## config.mk

```make
export PLATFORM = sky130hd
export DESIGN_NAME = gb_int_ctrl
export DESIGN_NICKNAME = d
export VERILOG_FILES = /design/src/rtl/gb_int_ctrl.sv
export SDC_FILE = /design/constraint.sdc
export NUM_CORES = 1
export LEC_CHECK = 0
export CORE_MARGIN = 8
export CORE_UTILIZATION = 40
export DETAILED_ROUTE_END_ITERATION = 8
export HOLD_SLACK_MARGIN = 0.03
export PLACE_DENSITY_LB_ADDON = 0.1
export SYNTH_ARGS = -nofsm -noshare
export SYNTH_HDL_FRONTEND = slang
export SYNTH_SLANG_ARGS = --single-unit
```

## constraint.sdc

```tcl
create_clock -name clk -period 2.5 [get_ports clk]
set_clock_uncertainty 0.1 [all_clocks]
set_input_delay 0.375 -clock clk [delete_from_list [all_inputs] [get_ports clk]]
set_output_delay 0.375 -clock clk [all_outputs]
set_load 0.02 [all_outputs]
```

## src/rtl/gb_int_ctrl.sv

```systemverilog
// Game Boy interrupt controller: owns IF (0xFF0F) and IE (0xFFFF) and serves the CPU dispatch handshake.
// GB_INT_CANCEL_EN picks the vector at disp_sel (DMG cancel behaviour); otherwise the winner is latched at disp_start.
module gb_int_ctrl (
  input  logic        clk,
  input  logic        reset,
  input  logic [4:0]  irq_src,
  input  logic [15:0] bus_addr,
  input  logic [7:0]  bus_wdata,
  input  logic        bus_we,
  input  logic        bus_re,
  output logic [7:0]  bus_rdata,
  output logic        bus_hit,
  input  logic        ime,
  output logic        int_pending,
  output logic        int_req,
  input  logic        disp_start,
  input  logic        disp_sel,
  output logic [7:0]  vec,
  output logic        vec_valid
);

  typedef enum logic [0:0] {IDLE = 1'b0, ARMED = 1'b1} state_t;

  localparam logic [2:0] IDX_NONE = 3'd5;

  // Lowest set bit wins; IDX_NONE when nothing is pending.
  function automatic logic [2:0] lowest_idx(input logic [4:0] m);
    logic [2:0] idx;
    casez (m)
      5'b????1: idx = 3'd0;
      5'b???10: idx = 3'd1;
      5'b??100: idx = 3'd2;
      5'b?1000: idx = 3'd3;
      5'b10000: idx = 3'd4;
      default:  idx = IDX_NONE;
    endcase
    return idx;
  endfunction

  function automatic logic [7:0] vec_of(input logic [2:0] idx);
    logic [7:0] v;
    case (idx)
      3'd0:    v = 8'h40;
      3'd1:    v = 8'h48;
      3'd2:    v = 8'h50;
      3'd3:    v = 8'h58;
      3'd4:    v = 8'h60;
      default: v = 8'h00;
    endcase
    return v;
  endfunction

  state_t      state_r;
  logic [4:0]  if_r;
  logic [7:0]  ie_r;
  logic [7:0]  vec_r;
  logic        vec_valid_r;
  logic        sel_if_s;
  logic        sel_ie_s;
  logic        if_wr_s;
  logic        ie_wr_s;
  logic [4:0]  active_s;
  logic [2:0]  cur_idx_s;
  logic [2:0]  disp_idx_s;
  logic        disp_fire_s;
  logic [4:0]  clr_mask_s;
  logic [4:0]  if_next_s;
  logic [7:0]  rdata_s;
`ifndef GB_INT_CANCEL_EN
  logic [2:0]  idx_r;
`endif

  assign sel_if_s    = (bus_addr == 16'hFF0F);
  assign sel_ie_s    = (bus_addr == 16'hFFFF);
  assign bus_hit     = (sel_if_s || sel_ie_s) && (bus_re || bus_we);
  assign if_wr_s     = bus_we && sel_if_s;
  assign ie_wr_s     = bus_we && sel_ie_s;
  assign active_s    = ie_r[4:0] & if_r;
  assign cur_idx_s   = lowest_idx(active_s);
  assign disp_fire_s = (state_r == ARMED) && disp_sel;

`ifdef GB_INT_CANCEL_EN
  assign disp_idx_s = cur_idx_s;
`else
  assign disp_idx_s = idx_r;
`endif

  // Dispatch clear mask for the bit being acknowledged this cycle
  always_comb begin
    clr_mask_s = 5'd0;
    if (disp_fire_s && (disp_idx_s < IDX_NONE)) begin
      clr_mask_s = 5'd1 << disp_idx_s;
    end else begin
      clr_mask_s = 5'd0;
    end
  end

  // Write base, then dispatch clear, then sources; a set always wins
  always_comb begin
    if_next_s = if_r;
    if (if_wr_s) begin
      if_next_s = bus_wdata[4:0];
    end else begin
      if_next_s = if_r;
    end
    if_next_s = (if_next_s & ~clr_mask_s) | irq_src;
  end

  // Combinational read mux returning pre-write contents
  always_comb begin
    rdata_s = 8'h00;
    if (bus_hit && sel_if_s) begin
      rdata_s = {3'b111, if_r};
    end else if (bus_hit && sel_ie_s) begin
      rdata_s = ie_r;
    end else begin
      rdata_s = 8'h00;
    end
  end

  // IF / IE register storage
  always_ff @(posedge clk) begin
    if (reset) begin
      if_r <= 5'd0;
      ie_r <= 8'd0;
    end else begin
      if_r <= if_next_s;
      if (ie_wr_s) begin
        ie_r <= bus_wdata;
      end else begin
        ie_r <= ie_r;
      end
    end
  end

  // Dispatch FSM with registered vector outputs
  always_ff @(posedge clk) begin
    if (reset) begin
      state_r     <= IDLE;
      vec_r       <= 8'h00;
      vec_valid_r <= 1'b0;
`ifndef GB_INT_CANCEL_EN
      idx_r       <= IDX_NONE;
`endif
    end else begin
      vec_valid_r <= 1'b0;
      case (state_r)
        IDLE: begin
          if (disp_start) begin
            state_r <= ARMED;
`ifndef GB_INT_CANCEL_EN
            idx_r   <= cur_idx_s;
`endif
          end else begin
            state_r <= IDLE;
          end
        end
        ARMED: begin
          if (disp_sel) begin
            state_r     <= IDLE;
            vec_r       <= vec_of(disp_idx_s);
            vec_valid_r <= 1'b1;
          end else begin
            state_r <= ARMED;
          end
        end
        default: begin
          state_r <= IDLE;
        end
      endcase
    end
  end

  assign bus_rdata   = rdata_s;
  assign int_pending = (active_s != 5'd0);
  assign int_req     = int_pending && ime && (state_r == IDLE);
  assign vec         = vec_r;
  assign vec_valid   = vec_valid_r;

endmodule

```

# Word level (Yosys, flattened, before mapping)
# Index checks and enable logic that the tools add are counted.
# word_totals
register_bits,26
latch_bits,0
ram_bits,0
rom_bits,0
in_bits,36
wordCells,49
memories,0
# classes
n_addsub,0
n_mul,0
div,0
n_lt_le_gt_ge,1
n_eq_ne,10
shift,1
muxes,10
bitwise_logic,5
n_reduce_logical,16
# ops
operator,n
one-hot mux 7 bit (5 select lines),1
"equality test 16 bit, second input constant",2
2-to-1 mux 8 bit,2
one-hot mux 3 bit (5 select lines),1
bitwise AND 5 bit,2
2-to-1 mux 5 bit,2
logical AND 1 bit,9
"equality test 3 x 2 -> 1 bit, second input constant",2
"equality test 3 bit, second input constant",2
"equality test 5 bit, second input constant",1
inverter 5 bit,1
OR 5 bit,1
nonzero test 5 bit,1
"left shift 1 x 3 -> 5 bit, first input constant",1
"equality test 4 bit, second input constant",1
AND reduction 2 bit,2
"equality test 3 x 1 -> 1 bit, second input constant",1
logical NOT 3 bit,1
"< comparator 3 bit, second input constant",1
2-to-1 mux 1 bit,3
"equality test 2 bit, second input constant",1
logical OR 1 bit,2
one-hot mux 1 bit (2 select lines),1
OR reduction 2 bit,1
inverter 1 bit,1

# Logic depth before layout (Yosys ltp)
# Gate-level depths: netlist (run 1).
# logic_depth
word_depth,6
depth_mapped,6

# Least setup slack after synthesis (run 1)
# OpenSTA, ideal clock, no wires.
# synth_path
path_kind,input port to output port
start,input bus_addr[6]
end,output bus_rdata[0]
arrival_ps,1735
required_ps,2025
setup_slack_ps,290
stages,4
cell_sequence,or4_4 nor3_4 nor3b_4 a22o_1
# synth_between
elab_chain_cells,6
word_cells_on_any_way,8
classes_between,2 x eq/ne; 2 x mux; 4 x reduce/logical
# synth_rtl
item,line,source
from (decl),7,"input logic [15:0] bus_addr,"
"equality test 16 bit, on equally long branches","73, 74",
logical OR 1 bit,75,assign bus_hit = (sel_if_s || sel_ie_s) && (bus_re || bus_we);
logical AND 1 bit,75,
logical AND 1 bit,114,end else if (bus_hit && sel_ie_s) begin
2-to-1 mux 8 bit,114,
2-to-1 mux 8 bit (*),112,if (bus_hit && sel_if_s) begin
to (decl),11,"output logic [7:0] bus_rdata,"
# Mark *: on every way between the ends. The rest lies on a longest branch, timed or not.

# Worst setup path in the final report (run 1)
# layout_path
start,input bus_addr[7]
end,output bus_rdata[0]
# Same word-level chain as after synthesis.

==> results of run 1 <==
[sequential cells by signal, indices dropped and copies added, names as in the netlist]
signal	cells
if_r	5
vec	4
ie_r	8
vec_valid	1
state_r	1
disp_idx_s	3
[cell usage after synthesis, drive strengths merged (2+ instances only)]
cell and number:
a2111o 2, a21o 3, a21oi 16, a221o 3, a22o 5, a22oi 2, and3 3, and4 3
buf 5, clkbuf 4, dfxtp 22, inv 4, nand2 17, nand2b 3, nand3 9, nand4 4
nor2 5, nor2b 2, nor3 4, nor3b 2, nor4 2, o211ai 2, o21ai 9, o311ai 2
or3 2
[critical path, cell delays in order]
cell and delay [ns]:
dlygate4sd2_1 0.24, or4_4 0.53, nor3_4 0.14, nor3b_4 0.23, buf_6 0.16, a22o_1 0.16, buf_6 0.12
[metal layers]
metal	routed length (um)	vias to the layer above	track usage [%]
met3	337	2	4.80
met5	0	-	0
met1	1660	619	17.0
met2	2120	47	29.6
li1	-	661	-
met4	10	0	3.46
[final timing paths]
check	startpoint	endpoint	slack (ns)	cells past startpoint
worst max-delay path	bus_addr[7]	bus_rdata[0]	0.07	7
worst min-delay path	vec[5]$_SDFFE_PP0N_	vec[5]$_SDFFE_PP0N_	0.37	2
worst max register to register	state_r$_SDFF_PP0_	if_r[4]$_SDFF_PP0_	0.72	4
worst min register to register	vec[5]$_SDFFE_PP0N_	vec[5]$_SDFFE_PP0N_	0.37	2
[power breakdown]
group	internal (W)	switching [W]	total, W	leakage (nW)
Combinational	0.0000691	0.0000495	0.000119	0.622
Sequential	0.000364	0.0000148	0.000378	0.180
Clock	0.000162	0.000116	0.000278	0.0279
[stage by stage]
step | utilization [%] | setup slack (ns)
after global placement | 61.2 | -0.574
after detailed placement | 61.2 | -0.622
after global routing | 64.0 | 0.0154
final | 64.0 | 0.0659
after CTS | 62.8 | 0.00263
after floorplan | - | 0.290
[cells by family after synthesis]
group                  share of synthesized area (%)
AOI/OAI and AO/OA                               26.1
buffers and inverters                           5.43
DFF                                             36.8
other                                          0.313
and+or+nand+nor                                 31.3
[layout make-up]
type	instances	area share [%]
clock inverters	1	1.59
clock buffers	3	1.19
flip-flops and latches	22	23.3
well taps	33	2.18
inverters	4	0.794
multi-input cells	112	38.3
repair buffers	64	32.6
[repair_timing]
action,4_1_cts,5_1_grt
endpoints found under the hold margin,0,0
cloned,0,0
setup endpoints to repair,9,10
hold buffers,0,0
pin swaps,7,6
gates resized for setup,53,12
==> results.py, run 1 <==
metrics = {
    "synthesis": {
        "synthTopCellsByArea": "dfxtp_1, a21oi_1, nand2_1",
        "synth_edf_count": 0,
        "synth_top_area_share_pct": 36.8,
        "netlist_area_sq_um": 1200,
        "synth_cell_types": 41,
        "syn-mean-instance-area_sq_um": 8.32,
        "synth_top_area_cell": "dfxtp_1",
        "synthArstFlopShare_pct": 0,
        "synthFlopType": "dfxtp_1",
        "syn_inst": 144,
        "synth.ff_latch_count": 22,
        "synth-seq-area-share_pct": 36.8,
        "yosysWarnings": 0,
    },
    "cells_and_area": {
        "drive_gt1_share_pct": 19.4,
        "regArea_sq_um": 440,
        "insertedDiodeCount": 0,
        "final_area_sq_um": 1890,
        "syn2layout_area_growth_pct": 57.9,
        "fin_nets": 243,
        "fillers": 274,
        "final_cell_mix": "clkdlybuf4s50_1, dfxtp_1, nand2_1, a21oi_1, buf_4",
        "layout.cells.non_filler": 239,
        "multiInputGateArea_sq_um": 724,
        "mostFrequentLayoutCell": "clkdlybuf4s50_1",
    },
    "floorplan": {
        "core_region_area_sq_um": 2950,
        "fp.dieArea_sq_um": 5000,
        "rows": 20,
        "io_pins": 56,
        "die_width_um": 70.7,
        "die_height_um": 70.7,
        "start_util_pct": 40.6,
    },
    "clock_tree": {
        "insertion_delay_ns": 0.31,
        "root_buffer": "clkbuf_4",
        "cts_tree": "done",
        "path_clk_slew_ns": 0.13,
        "cts_max_level": 1,
        "post-cts-setup-buffer-count": 0,
        "clock_path_buffers": 2,
        "cts_buffers": 3,
        "tritoncts_num_sinks": 22,
    },
    "placed_design": {
        "port_buffers": 51,
        "hpwl_um": 3230,
        "place_area_sq_um": 1810,
        "globalplace.congestion": 0.854,
        "dp.cells": 235,
    },
    "global_routing": {
        "gr-total-overflow": 0,
        "grt_max_degree": 14,
        "grt_pass1_vias": 1395,
        "antenna_found_initial": 0,
        "grt_use_total_pct": 15.9,
        "grt_pass1_wl_um": 6640,
    },
    "timing": {
        "hold_viol": 0,
        "hold_ws_ns": 0.373,
        "tightest_slew_ns": 0.490,
        "rsz0062_at_grt": "false",
        "fmax_ghz": 0.411,
        "slew_viol_final": 0,
        "period_share_pct": 97.4,
        "slew_headroom_pct": 67.1,
        "setup_tns_ns": 0,
        "min_period_ns": 2.43,
        "setup_violations": 0,
    },
    "detailed_routing": {
        "wl_per_cell_um": 17.3,
        "post-route-drc-count": 0,
        "routed_wl_um": 4130,
        "viasPerCell": 5.56,
        "drt_iter0_markers": 72,
        "dr.pass1.iters": 4,
        "ant_nets": 0,
        "vias": 1329,
    },
    "setup_path": {
        "critPathArrivalTime_ns": 1.96,
        "setup.worst_path.class": "in -> out",
        "cp.required_ns": 2.03,
        "worstPathMaxFanout": 8,
        "crit_path_start_kind": "input port",
        "cp-end-kind": "primary output",
    },
    "power": {
        "vdd_ir_drop_max_v": 0.000231,
        "cellPowerDensity_nw_per_um2": 410,
        "power.leakage_nw": 0.830,
        "power_w": 0.000775,
    },
    "status": {
        "outcome": "finished, final reports clean",
    },
    "job": {
        "maxCapViolations": 0,
    },
    "hold_path": {
        "hold_class": "reg -> reg",
    },
}
Note: power is estimated with default switching activity, not from simulation.
==> run 2: changes to the inputs <==
- HOLD_SLACK_MARGIN: 0.03 -> 0.12
==> results of run 2 <==
Final layout, timing and power as in run 1 (identical DEF).
